===== config.mk =====
export PLATFORM = sky130hd
export DESIGN_NAME = denorm_mul_flat
export DESIGN_NICKNAME = d
export VERILOG_FILES = /design/src/rtl/denorm_mul_pkg.sv /design/src/rtl/denorm_mul_if.sv /design/src/rtl/denorm_mul.sv /design/src/flat_wrapper.sv
export SDC_FILE = /design/constraint.sdc
export NUM_CORES = 1
export LEC_CHECK = 0
export ABC_CLOCK_PERIOD_IN_PS = 5700
export BUFFER_PORTS_ARGS = -buffer_cell sky130_fd_sc_hd__buf_2
export CAP_MARGIN = 20
export CORE_MARGIN = 5
export CORE_UTILIZATION = 45
export CTS_CLUSTER_DIAMETER = 200
export DETAILED_ROUTE_END_ITERATION = 8
export MAX_ROUTING_LAYER = met4
export PLACE_DENSITY = 0.6
export SLEW_MARGIN = 20
export SYNTH_ARGS = -nofsm -noshare
export SYNTH_HDL_FRONTEND = slang
export SYNTH_SLANG_ARGS = --single-unit

===== constraint.sdc =====
create_clock -name MHz10 -period 5.7 [get_ports MHz10]
set_clock_uncertainty 0.2 [all_clocks]
set_input_delay 1.14 -clock MHz10 [delete_from_list [all_inputs] [get_ports MHz10]]
set_output_delay 1.14 -clock MHz10 [all_outputs]
set_load 0.1 [all_outputs]

===== src/rtl/denorm_mul_pkg.sv =====
// Shared definitions for the normalising divider / denormalising multiplier pair.
// Holds the state encoding and the default value/fraction widths.
package denorm_mul_pkg;

  localparam logic READY = 1'b0;
  localparam logic MULT  = 1'b1;

  localparam int S_DEF = 8;
  localparam int D_DEF = 8;

  typedef enum logic {
    ST_READY = READY,
    ST_MULT  = MULT
  } state_t;

endpackage


===== src/rtl/denorm_mul_if.sv =====
// Start/ready bus of the denormalising multiplier; the master drives the request
// and the slave (the multiplier) returns the scaled value plus its FSM state.
interface denorm_mul_if #(
  parameter int S = denorm_mul_pkg::S_DEF,
  parameter int D = denorm_mul_pkg::D_DEF
) ();

  // Handshake: while en=1, a request is taken on the rising edge where
  // start=1 and ready=1; norm_i/max_i are captured on that edge only.
  // done pulses for one enabled cycle when result is updated; result holds
  // until the next completion. With en=0 everything, including done, holds.
  logic                  en;
  logic                  start;
  logic [D-1:0]          norm_i;
  logic [S+7:0]          max_i;
  logic [S+7:0]          result;
  logic                  ready;
  logic                  done;
  denorm_mul_pkg::state_t state;

  modport master (
    output en, start, norm_i, max_i,
    input  result, ready, done, state
  );

  modport slave (
    input  en, start, norm_i, max_i,
    output result, ready, done, state
  );

endinterface


===== src/rtl/denorm_mul.sv =====
// Sequential shift-add multiplier: result = (norm_i * max_i) >> D, optionally
// rounded half-up, taking exactly D enabled cycles per operation.
module denorm_mul
  import denorm_mul_pkg::*;
#(
  parameter int S     = S_DEF,
  parameter int D     = D_DEF,
  parameter int ROUND = 1
) (
  input  logic         MHz10,
  input  logic         rst,
  denorm_mul_if.slave  bus
);

  localparam int W  = S + 8;
  localparam int AW = W + D + 1;
  localparam int IW = $clog2(D + 1);

  state_t          state, state_n;
  logic [AW-1:0]   acc, acc_n, acc_step;
  logic [D-1:0]    mplr, mplr_n;
  logic [W-1:0]    mcand, mcand_n;
  logic [IW-1:0]   i, i_n, i_dec;
  logic [W-1:0]    result, result_n, rounded;
  logic            done, done_n;

  always_comb begin
    state_n  = state;
    acc_n    = acc;
    mplr_n   = mplr;
    mcand_n  = mcand;
    i_n      = i;
    result_n = result;
    done_n   = 1'b0;

    // The multiplicand enters at bit D and the sum shifts right each step, so
    // after D steps acc holds the full product with D fraction bits below.
    acc_step = (acc + (mplr[0] ? {1'b0, mcand, {D{1'b0}}} : {AW{1'b0}})) >> 1;
    i_dec    = i - 1'b1;
    rounded  = acc_step[W+D-1:D] + ((ROUND != 0) ? W'(acc_step[D-1]) : {W{1'b0}});

    case (state)
      ST_READY: begin
        if (bus.start) begin
          acc_n   = '0;
          mplr_n  = bus.norm_i;
          mcand_n = bus.max_i;
          i_n     = IW'(D);
          state_n = ST_MULT;
        end
      end
      ST_MULT: begin
        acc_n  = acc_step;
        mplr_n = mplr >> 1;
        i_n    = i_dec;
        if (i_dec == '0) begin
          result_n = rounded;
          done_n   = 1'b1;
          state_n  = ST_READY;
        end
      end
      default: state_n = ST_READY;
    endcase
  end

  always_ff @(posedge MHz10 or posedge rst) begin
    if (rst) begin
      state  <= ST_READY;
      acc    <= '0;
      mplr   <= '0;
      mcand  <= '0;
      i      <= '0;
      result <= '0;
      done   <= 1'b0;
    end else if (bus.en) begin
      state  <= state_n;
      acc    <= acc_n;
      mplr   <= mplr_n;
      mcand  <= mcand_n;
      i      <= i_n;
      result <= result_n;
      done   <= done_n;
    end
  end

  assign bus.ready  = (state == ST_READY);
  assign bus.done   = done;
  assign bus.result = result;
  assign bus.state  = state;

endmodule


===== src/flat_wrapper.sv =====
// flat-port wrapper written by rule: the top's interface ports become plain ports
module denorm_mul_flat import denorm_mul_pkg::*;
#(
  parameter int S     = S_DEF,
  parameter int D     = D_DEF,
  parameter int ROUND = 1
)
  (MHz10, rst, bus_en, bus_start, bus_norm_i, bus_max_i, bus_result, bus_ready, bus_done, bus_state);
  denorm_mul_if #(.S(S), .D(D)) bus_i ();
  input  logic MHz10;
  input  logic rst;
  input wire logic [$bits(bus_i.en)-1:0] bus_en;
  input wire logic [$bits(bus_i.start)-1:0] bus_start;
  input wire logic [$bits(bus_i.norm_i)-1:0] bus_norm_i;
  input wire logic [$bits(bus_i.max_i)-1:0] bus_max_i;
  output wire logic [$bits(bus_i.result)-1:0] bus_result;
  output wire logic [$bits(bus_i.ready)-1:0] bus_ready;
  output wire logic [$bits(bus_i.done)-1:0] bus_done;
  output wire logic [$bits(bus_i.state)-1:0] bus_state;
  assign bus_i.en = bus_en;
  assign bus_i.start = bus_start;
  assign bus_i.norm_i = bus_norm_i;
  assign bus_i.max_i = bus_max_i;
  assign bus_result = bus_i.result;
  assign bus_ready = bus_i.ready;
  assign bus_done = bus_i.done;
  assign bus_state = bus_i.state;
  denorm_mul #(.S(S), .D(D), .ROUND(ROUND)) u_core (.MHz10(MHz10), .rst(rst), .bus(bus_i));
endmodule

==> impl_results.md <==
* Final Hold Vio Count at 0
* Hold_buf cts at 0
* Crit start category: flip-flop
* Share of cells above drive strength 1 at 26.3%
* Endpoints failing setup at 0
* Die Y at 103 µm
* Mapped cell area at 3900 µm²
* Drc violations at 0
* Resize count post-CTS at 0
* Port bufs at 46
* Vias in the first global route at 2,896
* Pwr Total at 2740 µW
* Post-Syn Nets at 431
* Status: complete, no violations
* Max clock buf depth at 2
* Leak pwr at 0.00205 µW
* HPWL after detailed placement at 6.13 mm
* Final wirelength at 8.39 mm
* Fin cells at 537
* Syn_area_per_cell at 10.2 µm²
* Slowest CP cell: dfrtp_1
* FMAX at 263 MHz
* Seq/Total Area, Yosys at 39.7%
* # IOs at 47
* Top post-synthesis cells by area: dfrtp_1, ha_1, mux2_2
* Grt ovf at 0
* Period utilisation layout at 66.8%
* WHS at 0.273 ns
* Min cycle time layout at 3.81 ns
* Post-synthesis cell count at 382
* Worst-Margin Slew at 0.837 ns
* Cells along the critical path: and2_1 > ha_1 > inv_1 > fa_1 > nand2b_1 > a2111oi_4 > a211oi_2 > or4b_4 > nor4_4 > nand4_1 > xor2_1 > a21oi_1
* Routed wire per std cell at 15.6 µm
* Crit-path max cell delay at 0.64 ns
* Root Driver: clkbuf_8
* CP Buf/Inv Count at 1
* Slew HR at 44.1%
* Reg-to-reg slack, setup at 1.89 ns
* CTS tree: done
* Nets at 474
* Core box area at 8590 µm²
* Ys Warns at 0
* Critical Path AT at 3.87 ns
* ANT nets after route at 0
* Dpl cells at 522
* Num CTS Buffers at 9
* All-layer global routing usage at 17.6%
* Worst vdd ir at 0.262 mV
* GP Congestion at 0.902
* CTS sink count at 62
* First-pass GRT wire length at 14.2 mm
* Postcts setup bufs at 0
* Worst setup EP type: flip-flop
* RSZ-0062 raised after global routing: false
* Number of synthesized flops with an enable pin at 0
* Synth-to-layout area growth at 12.9%
* Worst-Skew Late Latency at 0.34 ns
* Drt first pass iters at 4
* Ys async rst share at 100%
* Via density per instance at 5.44
* Die W at 103 µm
* Initial antenna violation count at 0
* Starting Density at 45.4%
* Peak fanout along the critical path at 17
* Critical path's top delay family: simple AND/OR/NAND/NOR gates
* Pin count of the biggest net entering global routing at 63
* Hold crit path type: reg -> reg
* Final slew viol count at 0
* Crit Path Category: reg -> reg
* Req. time, crit path at 5.76 ns
* Iter 0 DRT Violations at 217
* Clk slew on worst S/H paths at 0.07 ns
* H-tree depth at 3
* Synth top area share at 39.7%
* Yosys reg bits at 62
* Commonest register cell after synthesis: dfrtp_1
* Reported max-cap violation count at 0
* Num rows at 34
* DR vias at 2,921
* Pwr Density at 622 nW/µm²
* Die ar. at 10,600 µm²
* Yosys top cell by area: dfrtp_1
* Diodes inserted at 0
* Yosys cell types at 65
* Setup TNS at 0 ns
[cell usage after synthesis (2+ instances only)]
| cell type | instances |
|---|---|
| dfrtp_1 | 62 |
| nor3_1 | 3 |
| xnor2_1 | 12 |
| a22o_1 | 9 |
| clkbuf_8 | 2 |
| nor2b_1 | 2 |
| o21a_1 | 3 |
| nand3_1 | 9 |
| a211oi_1 | 2 |
| inv_1 | 15 |
| nand2b_1 | 3 |
| a211oi_2 | 3 |
| a2111oi_4 | 2 |
| xor2_1 | 9 |
| nand4b_1 | 2 |
| mux2_2 | 22 |
| nand4_1 | 5 |
| a31oi_1 | 2 |
| a21oi_1 | 21 |
| o21ai_0 | 25 |
| clkbuf_1 | 7 |
| nor2_1 | 24 |
| buf_6 | 3 |
| nand2_1 | 34 |
| nand3b_1 | 3 |
| and2_1 | 18 |
| ha_1 | 20 |
| mux2i_1 | 8 |
| o211ai_1 | 3 |
| o21ai_1 | 4 |
| buf_4 | 2 |
| and3_4 | 2 |
| o21bai_1 | 2 |
| a21o_2 | 4 |
| buf_1 | 2 |
| and4_1 | 4 |
[area by class of cell]
type,count,area [µm²]
Multi-Input combinational cell,288,2190
Tap cell,108,135
Inverter,15,56.3
Sequential cell,62,1550
Fill cell,817,4190
Clock inverter,4,70.1
Clock buffer,11,151
Timing Repair Buffer,49,253
[path summary, 6_finish.rpt]
kind                                                   startpoint                           endpoint  cells after the start
worst max-delay path                   u_core.mplr[0]$_DFFE_PP0P_  u_core.bus.result[13]$_DFFE_PP0P_                     12
worst min-delay path            u_core.bus.result[15]$_DFFE_PP0P_  u_core.bus.result[15]$_DFFE_PP0P_                      2
worst max register to register         u_core.mplr[0]$_DFFE_PP0P_  u_core.bus.result[13]$_DFFE_PP0P_                     12
worst min register to register  u_core.bus.result[15]$_DFFE_PP0P_  u_core.bus.result[15]$_DFFE_PP0P_                      2
max in group asynchronous                                     rst            u_core.i[0]$_DFFE_PP0P_                      3
min in group asynchronous                                     rst         u_core.mplr[3]$_DFFE_PP0P_                      3
[worst min-delay path: cells and delay by family, from the launching register on]
family,cells,cell delay [ns]
flops,1,0.34
simple gates,1,0.05
compound gates,1,0.05
[flip-flops by register name, indices dropped and copies added, names as in the netlist]
signal / flops
u_core.acc: 16
u_core.bus.result: 16
u_core.mcand: 16
u_core.mplr: 8
u_core.i: 4
u_core.bus.done: 1
u_core.bus.state: 1
[logic make-up (layout without fill, tap and decap cells)]
| family | count (synthesis) | count (layout) | share of synthesized area [%] |
|---|---|---|---|
| AO/OA/AOI/OAI | 94 | 94 | 17.5 |
| XOR/XNOR | 24 | 24 | 6.25 |
| adder cells (fa/ha/maj) | 21 | 21 | 6.92 |
| buffers and inverters | 32 | 79 | 4.39 |
| flip-flops | 62 | 62 | 39.7 |
| multiplexers | 30 | 30 | 8.39 |
| AND/OR/NAND/NOR | 119 | 119 | 16.8 |
[per-stage QoR]
stage	utilization (%)	setup WS, ns	cell area (µm²)
5_1_grt	51.3	1.56	4410
6_report	51.3	1.89	4410
3_3_place_gp	48.7	2.00	4190
3_5_place_dp	48.7	1.91	4190
2_1_floorplan	-	2.22	3910
4_1_cts	51.3	1.88	4410
[power by group]
part / switching [µW] / total (µW) / internal [µW]
clock: 167 / 433 / 266
sequential: 125 / 756 / 631
combinational: 1060 / 1550 / 497
total: 1350 / 2740 / 1390
[cells in the final DEF (no fill, tap or decap), types with 3 or more instances in the layout]
master | Yosys | layout
nand2b_1 | 3 | 3
a21oi_1 | 21 | 21
mux2_2 | 22 | 22
a22o_1 | 9 | 9
nor2_1 | 24 | 24
clkbuf_8 | 2 | 11
o21ai_1 | 4 | 3
xnor2_1 | 12 | 12
a21o_2 | 4 | 4
nand4_1 | 5 | 5
ha_1 | 20 | 20
o21ai_0 | 25 | 25
mux2i_1 | 8 | 8
nand3_1 | 9 | 9
nand2_1 | 34 | 34
buf_2 | 0 | 46
inv_1 | 15 | 14
xor2_1 | 9 | 9
and4_1 | 4 | 4
and2_1 | 18 | 18
o21a_1 | 3 | 3
dfrtp_1 | 62 | 62
a211oi_2 | 3 | 3
o211ai_1 | 3 | 3
buf_4 | 2 | 3
nand3b_1 | 3 | 3
[layer usage]
metal	track usage [%]	part of all wire (%)	vias to the layer above
met5	-	0	-
met4	6.37	1.4	0
met1	24.5	49	1383
li1	-	-	1459
met3	3.11	5.2	13
met2	25.8	44	66
Note: power is estimated with default switching activity, not from simulation.
